<file path="config.mk">
export PLATFORM = sky130hd
export DESIGN_NAME = ioctl_sdram_writer
export DESIGN_NICKNAME = d
export VERILOG_FILES = /design/src/rtl/ioctl_sdram_writer.sv
export SDC_FILE = /design/constraint.sdc
export NUM_CORES = 1
export LEC_CHECK = 0
export CAP_MARGIN = 10
export CORE_MARGIN = 4
export CORE_UTILIZATION = 38
export CTS_BUF_LIST = sky130_fd_sc_hd__clkbuf_4 sky130_fd_sc_hd__clkbuf_8 sky130_fd_sc_hd__clkbuf_16
export CTS_CLUSTER_DIAMETER = 80
export DETAILED_ROUTE_END_ITERATION = 8
export PLACE_DENSITY_LB_ADDON = 0.25
export SETUP_SLACK_MARGIN = 0.3
export SLEW_MARGIN = 20
export SYNTH_ARGS = -nofsm -noshare
export SYNTH_HDL_FRONTEND = slang
export SYNTH_SLANG_ARGS = --single-unit
</file>
<file path="constraint.sdc">
create_clock -name clk -period 8.2 [get_ports clk]
set_clock_uncertainty 0.2 [all_clocks]
set_input_delay 2.05 -clock clk [delete_from_list [all_inputs] [get_ports clk]]
set_output_delay 2.05 -clock clk [all_outputs]
set_load 0.01 [all_outputs]
</file>
<file path="src/rtl/ioctl_sdram_writer.sv">
// ioctl_sdram_writer
//   Takes the HPS ioctl ROM download byte stream, packs it into 32-bit
//   little-endian words and writes each word to SDRAM through the
//   controller's req/ack handshake. A small word FIFO absorbs SDRAM
//   back-pressure. busy/done let the top level hold the core in reset
//   until the whole ROM has landed in SDRAM.
//
// Ports:
//   clk, reset_n          system clock, asynchronous active-low reset
//   ioctl_addr/data/wr    download byte address, byte, one-cycle strobe
//   ioctl_download        high for the whole download
//   sdram_addr/data       word address / word data of the FIFO head
//   sdram_req, sdram_we   request (FIFO non-empty); we mirrors req
//   sdram_ack             controller accepted the head word this cycle
//   busy                  download or drain in progress
//   done                  one-cycle pulse once the last word is accepted
//   overflow              sticky: a word was dropped on a full FIFO
module ioctl_sdram_writer #(
    parameter int ADDR_WIDTH = 23,
    parameter int FIFO_DEPTH = 4
) (
    input  logic                  clk,
    input  logic                  reset_n,
    input  logic [24:0]           ioctl_addr,
    input  logic [7:0]            ioctl_data,
    input  logic                  ioctl_wr,
    input  logic                  ioctl_download,
    output logic [ADDR_WIDTH-1:0] sdram_addr,
    output logic [31:0]           sdram_data,
    output logic                  sdram_we,
    output logic                  sdram_req,
    input  logic                  sdram_ack,
    output logic                  busy,
    output logic                  done,
    output logic                  overflow
);

    localparam int PTR_W = $clog2(FIFO_DEPTH);

    typedef enum logic [1:0] {S_IDLE, S_LOAD, S_FLUSH, S_DONE} state_t;

    state_t state, state_nxt;

    logic                  dl_q;
    logic                  dl_rise, dl_fall;
    logic                  wr_en;
    logic [ADDR_WIDTH-1:0] wr_word;
    logic [1:0]            wr_lane;
    logic [31:0]           fresh_word;

    logic [ADDR_WIDTH-1:0] asm_addr;
    logic [31:0]           asm_data;
    logic                  asm_valid, asm_full;

    logic                  push, pop, push_ok;
    logic                  fifo_empty, fifo_full;
    logic [PTR_W:0]        wr_ptr, rd_ptr;
    logic [ADDR_WIDTH-1:0] mem_addr [FIFO_DEPTH];
    logic [31:0]           mem_data [FIFO_DEPTH];

    assign dl_rise = ioctl_download & ~dl_q;
    assign dl_fall = ~ioctl_download & dl_q;
    assign wr_en   = ioctl_wr & (state == S_LOAD);

    // Upper byte-address bits beyond the SDRAM word space are dropped (wrap).
    assign wr_word    = ioctl_addr[ADDR_WIDTH+1:2];
    assign wr_lane    = ioctl_addr[1:0];
    assign fresh_word = {24'd0, ioctl_data} << {wr_lane, 3'b000};

    // The FLUSH term catches a byte that arrived in the same cycle as the
    // download falling edge, so no word is ever left stranded.
    assign push = asm_valid & (asm_full
                             | (wr_en & (wr_word != asm_addr))
                             | dl_fall
                             | (state == S_FLUSH));

    assign fifo_empty = (wr_ptr == rd_ptr);
    assign fifo_full  = (wr_ptr[PTR_W] != rd_ptr[PTR_W]) &&
                        (wr_ptr[PTR_W-1:0] == rd_ptr[PTR_W-1:0]);
    assign pop        = sdram_req & sdram_ack;
    // A pop in the same cycle frees the slot the push is about to use.
    assign push_ok    = push & (~fifo_full | pop);

    // Head is gated by empty so the outputs read 0 as soon as reset empties the FIFO.
    assign sdram_req  = ~fifo_empty;
    assign sdram_we   = sdram_req;
    assign sdram_addr = fifo_empty ? '0 : mem_addr[rd_ptr[PTR_W-1:0]];
    assign sdram_data = fifo_empty ? '0 : mem_data[rd_ptr[PTR_W-1:0]];

    assign busy = (state != S_IDLE);
    assign done = (state == S_DONE);

    // NOTE: sequential state uses non-blocking assignments only, so every
    // register samples the pre-edge values of the others.
    always_ff @(posedge clk or negedge reset_n) begin
        if (!reset_n) begin
            state <= S_IDLE;
            dl_q  <= 1'b0;
        end else begin
            state <= state_nxt;
            dl_q  <= ioctl_download;
        end
    end

    // NOTE: next state is defaulted first so no path through the case infers a latch.
    always_comb begin
        state_nxt = state;
        case (state)
            S_IDLE:  if (dl_rise) state_nxt = S_LOAD;
            S_LOAD:  if (dl_fall) state_nxt = S_FLUSH;
            S_FLUSH: if (fifo_empty && !asm_valid) state_nxt = S_DONE;
            S_DONE:  state_nxt = S_IDLE;
            default: state_nxt = S_IDLE;
        endcase
    end

    // Assembly register: a push always ships the old word; a byte arriving
    // with the push (or into an empty register) starts a fresh zeroed word.
    always_ff @(posedge clk or negedge reset_n) begin
        if (!reset_n) begin
            asm_addr  <= '0;
            asm_data  <= '0;
            asm_valid <= 1'b0;
            asm_full  <= 1'b0;
        end else if (dl_rise) begin
            asm_addr  <= '0;
            asm_data  <= '0;
            asm_valid <= 1'b0;
            asm_full  <= 1'b0;
        end else if (wr_en) begin
            if (push || !asm_valid) begin
                asm_addr  <= wr_word;
                asm_data  <= fresh_word;
                asm_valid <= 1'b1;
            end else begin
                asm_data[{wr_lane, 3'b000} +: 8] <= ioctl_data;
            end
            // Lane 3 completes the word; it is pushed on the following cycle.
            asm_full <= (wr_lane == 2'd3);
        end else if (push) begin
            asm_valid <= 1'b0;
            asm_full  <= 1'b0;
        end
    end

    always_ff @(posedge clk or negedge reset_n) begin
        if (!reset_n) begin
            wr_ptr <= '0;
            rd_ptr <= '0;
        end else begin
            if (push_ok) wr_ptr <= wr_ptr + 1'b1;
            if (pop)     rd_ptr <= rd_ptr + 1'b1;
        end
    end

    // NOTE: storage has no reset; emptiness is tracked by the pointers and
    // the head outputs are masked while empty, so stale contents are never seen.
    always_ff @(posedge clk) begin
        if (push_ok) begin
            mem_addr[wr_ptr[PTR_W-1:0]] <= asm_addr;
            mem_data[wr_ptr[PTR_W-1:0]] <= asm_data;
        end
    end

    always_ff @(posedge clk or negedge reset_n) begin
        if (!reset_n)                            overflow <= 1'b0;
        else if (dl_rise)                        overflow <= 1'b0;
        else if (push && fifo_full && !pop)      overflow <= 1'b1;
    end

endmodule

</file>
# Yosys cells after proc, flatten, opt, wreduce, memory -nomap -nowiden
# Memories as Yosys holds them, arrays and structs flattened.
# Index checks and enable logic that the tools add are counted.
# totals
mem_bits_rw	220
elab_cells	83
in_bits	38
register_bits	67
mem_count	2
out_inout_bits	60
# classes
n_reduce_logical	16
eq_ne	12
bitwise_logic	15
muxes	23
n_shift	3
addsub	3
# mem_list
name	depth	word_bits	read_ports	rd_clocked_by_memory_dff	write_ports	line_no	text
mem_data	4	32	1	0	1	59	logic [31:0] mem_data [FIFO_DEPTH];
mem_addr	4	23	1	0	1	58	logic [ADDR_WIDTH-1:0] mem_addr [FIFO_DEPTH];
# ops
op	count
32-bit two-way mux	4
23-bit two-way mux	4
32-bit bitwise mux	1
8-bit by 7-bit variable shift with 32-bit output (first input constant)	1
8-bit by 7-bit indexed part select with 32-bit output	1
8-bit by 5-bit << shifter with 32-bit output	1
23-bit inequality test	1
1-bit two-way mux	10
2-bit one-hot mux with 4 select lines	1
2-bit nonzero test	4
1-bit AND	7
5-bit negator with 7-bit output	1
3-bit by 1-bit adder with 3-bit output (second input constant)	2
2-bit equality test (second input constant)	3
2-bit two-way mux	3
1-bit logical AND	4
2-bit inequality test (second input constant)	2
1-bit inverter	4
1-bit OR	4
2-bit AND reduction	2
3-bit equality test	1
3-bit by 2-bit inequality test with 1-bit output (second input constant)	1
3-bit AND reduction	1
3-bit nonzero test	1
7 further kinds	8

# Depth between registers and ports, before layout
# logic_depth
word_depth	11
ltp_mapped	10
ltp_nobuf	8

# Worst setup path before layout
# Ideal clock, no wire load.
# synth_path
path_kind	input -> register
from	in ioctl_addr[10]
to	mem mem_addr[3][0] (enable)
setup_slack_ns	0.651
setup_ns	0.555
cell_stages	5
t_arrival_ns	6.794
path_buffers	0
t_required_ns	7.445
path_cell_list	xnor2_1 -> nand4_1 -> nor4_2 -> a21o_1 -> a211oi_1
# synth_via
elab_chain_len	9
# synth_rtl
element	line_no	text
from (decl)	24	input logic [24:0] ioctl_addr,
23-bit inequality test	73	| (wr_en & (wr_word != asm_addr))
1-bit AND	73	
1-bit OR	73	
1-bit OR	74	| dl_fall
1-bit OR	75	| (state == S_FLUSH));
1-bit AND	72	assign push = asm_valid & (asm_full
1-bit AND	82	assign push_ok = push & (~fifo_full | pop);
1-bit two-way mux	159	if (push_ok) begin
1-bit two-way mux (not written as such)	160	mem_addr[wr_ptr[PTR_W-1:0]] <= asm_addr;
to (decl)	58	
# No other way between the ends.

# Final worst setup path
# layout_path
from	reg rd_ptr[0]
to	out sdram_data[30]
# layout_via
elab_chain_len	2
elab_cells_between_ends	3
cone_classes	1 x eq/ne; 1 x mux; 1 x memory
# layout_rtl
element	line_no	text
from (decl)	57	logic [PTR_W:0] wr_ptr, rd_ptr;
from (signal assigned)	152	if (pop) rd_ptr <= rd_ptr + 1'b1;
memory read 4 x 32 bit / 3-bit equality test (equally long branches)	n/a	
32-bit two-way mux *	88	assign sdram_data = fifo_empty ? '0 : mem_data[rd_ptr[PTR_W-1:0]];
to (decl)	29	output logic [31:0] sdram_data,
# Mark *: on every way between the ends. The rest lies on a longest branch, timed or not.

==> impl_metrics.tcl <==
set metrics [dict create \
    status "completed" \
    power_density_mw_per_mm2 367 \
    vias 6516 \
    worstSetupPathType "flop to output port" \
    antenna_found_initial 0 \
    clock_power_share_pct 27.9 \
    drive_gt1_share_pct 19.5 \
    ys_types 47 \
    clk_latency_ns 0.54 \
    async_reset_ff_share_pct 23.3 \
    placedCellCount 1188 \
    setup_violations 0 \
    required_ns 5.95 \
    drc 0 \
    p_sw_mw 1.60 \
    synth_warnings 0 \
    start_util_pct 39.0 \
    start_kind "flop" \
    hold_viol_final 0 \
    drt_pre_antenna_iters 4 \
    hold_class "flop to flop" \
    die_h_um 186 \
    grt_pass1_wl_um 40800 \
    drtIter0Drc 424 \
    p_sw_share_pct 29.8 \
    synth_seq_cells 287 \
    seq_area_frac_synth_pct 68.7 \
    min_period_ns 5.56 \
    path_delay_family "buffers and inverters" \
    rsz0062_at_grt "false" \
    seq_power_share_pct 37.9 \
    max_slew_margin_pct 34.2 \
    ys_top_cells_by_area "edfxtp_1, dfrtp_1, mux4_2" \
    final_cell_area_mm2 0.0146 \
    slowest_stage "buf_4" \
    synth_top_area_cell "edfxtp_1" \
    min_period_over_period_pct 67.8 \
    grt_pass1_vias 6842 \
    ys.flop_type "edfxtp_1" \
    numCtsBuffers 31 \
    worst_pin_slew_ns 0.987 \
    clock-sinks 287 \
    dieArea_mm2 0.0346 \
    numPortBuffers 97 \
    netlist_area_mm2 0.0121 \
    syn_area_per_cell_um2 16.7 \
    path_clk_slew_ns 0.06 \
    ir_drop_mv 0.161 \
    cts_hold_repair.buffers 0 \
    slowest_delay_ns 0.78 \
    die_w_um 186 \
    coreArea_mm2 0.0309 \
    synth_edf_count 220 \
    fin_util_pct 47.4 \
    cp.arrival_ns 3.31 \
    n_fill_cell 2654 \
    cp_num_buf_inv 2 \
    p_int_mw 3.77 \
    synth_fp_nets 773 \
    crit_chain "buf_4 -> mux4_2 -> and2_1 -> clkdlybuf4s50_1" \
    synthCells 721 \
    finalWeightedCongestion 0.759 \
    synth_top_area_share_pct 54.8 \
    cts_resized 0 \
    grt_max_degree 68 \
    area_growth_pct 21.4 \
    post-dp-hpwl_um 16400 \
    comb_power_share_pct 34.1 \
    crit_fanout 43 \
    clock.fmax_mhz 180 \
    p_leak_nw 4.99 \
    cts-root-buf "clkbuf_16" \
    stdcell_count 1246 \
    cts_tree "yes" \
    num_antenna_cells 0 \
    maxSlewViolCount 0 \
    nets 878 \
    grt_util_all_layers_pct 15.2 \
    grt_overflow 0 \
    vias_per_cell 5.23 \
    htree_levels 1 \
    cts_buffer_depth 3 \
    cts_setup_buffers 0 \
    drt_wl_total_um 25800 \
    place_area_mm2 0.0135 \
    max_cap_violations 0 \
    wl_per_cell_um 20.7 \
    end_kind "output port" \
    io_pins 98 \
    ant_nets 0 \
    tns_ns 0 \
    rows 64 \
]
[layer usage]
| layer | vias to the layer above | wire length [um] | GRT usage (%) |
|---|---|---|---|
| met5 | - | 0 | 0 |
| met4 | 0 | 444 | 3.29 |
| met3 | 36 | 978 | 2.09 |
| met2 | 133 | 13100 | 26.4 |
| met1 | 3347 | 11300 | 20.7 |
| li1 | 3000 | - | - |
[path summary, 6_finish.rpt]
kind / endpoint / startpoint / slack [ns] / cells after the start
worst max-delay path: sdram_data[30] / rd_ptr[0] / 2.64 / 4
worst min-delay path: wr_ptr[2] / wr_ptr[2] / 0.29 / 1
worst max register to register: mem_data[2][15] / state[1] / 4.75 / 7
worst min register to register: wr_ptr[2] / wr_ptr[2] / 0.29 / 1
max in group asynchronous: rd_ptr[0] / reset_n / 5.60 / 2
min in group asynchronous: asm_addr[10] / reset_n / 1.50 / 2
[through the flow]
stage          worst slack (ns)  hold slack (ns)  total power, mW
6_report                   2.64            0.291             5.38
5_1_grt                    2.38            0.309             5.68
4_1_cts                    2.52            0.289             5.46
2_1_floorplan             0.651            0.262             3.07
3_3_place_gp               2.76            0.277             3.93
3_5_place_dp               2.69            0.278             3.95
[worst register-to-register path: cells and delay by family (launching register included)]
family,cells,cell delay (ns)
AO/OA/AOI/OAI,2,0.66
adder cells (fa/ha/maj),1,0.19
buffers and inverters,2,0.69
flip-flops,1,0.41
AND/OR/NAND/NOR,2,0.94
[cells in the mapped netlist (5+ instances only)]
library cell,n
nand2_1,38
buf_2,9
inv_1,24
ha_1,14
o21ai_1,20
and2_1,60
o2bb2ai_1,8
mux4_2,55
a21oi_1,14
dfrtp_1,67
nand3_1,35
edfxtp_1,220
a22o_1,8
o21ai_0,5
a21boi_0,8
o221ai_2,16
xnor2_1,29
clkbuf_1,20
buf_1,6
nand4_1,21
[state kept, by name, indices dropped and copies added (netlist names)]
register and cells:
state 2, dl_q 1, overflow 1, mem_data 128, asm_data 32, asm_full 1
wr_ptr 3, asm_addr 23, rd_ptr 3, mem_addr 92, asm_valid 1
[logic make-up (layout without fill, tap and decap cells)]
kind of cell,Yosys count,after routing,synth area share (%)
compound gates,88,88,6.29
xor+xnor,30,30,2.18
fa+ha+maj,14,14,1.45
buf+inv,63,192,2.21
flops,287,287,68.7
mux,59,59,10.7
simple gates,180,180,8.41
[placed cells by master, fill, tap and decap left out, types with 5 or more instances in the layout]
cell	Yosys	layout
nand4_1	21	21
dfrtp_1	67	65
inv_1	24	24
clkinv_2	0	6
ha_1	14	14
nand2_1	38	38
o21ai_0	5	5
o2bb2ai_1	8	8
o221ai_2	16	16
bufinv_16	0	7
clkdlybuf4s50_1	0	96
edfxtp_1	220	220
mux4_2	55	55
xnor2_1	29	29
a21boi_0	8	8
nand3_1	35	34
a22o_1	8	8
clkbuf_16	0	31
buf_4	3	13
a21oi_1	14	14
and2_1	60	57
o21ai_1	20	20
[power groups by stage]
stage | registers [mW] | clock network [mW] | logic [mW]
floorplan | 1.99 | 0 | 1.08
global placement | 2.07 | 0 | 1.86
detailed placement | 2.08 | 0 | 1.87
CTS | 2.05 | 1.53 | 1.88
global route | 2.08 | 1.60 | 2.00
finish | 2.04 | 1.50 | 1.84
[cell type report]
type                            instances  area [um2]  area share [%]
Clock inverter                         22         317            2.16
Clock buffer                           35         812            5.55
Tap cell                              396         495            3.38
Sequential cell                       287        8290            56.6
Inverter                               24        90.1           0.615
Multi-Input combinational cell        371        3540            24.2
Timing Repair Buffer                  111        1090            7.45
No activity file was read; power rests on OpenSTA's default activity.
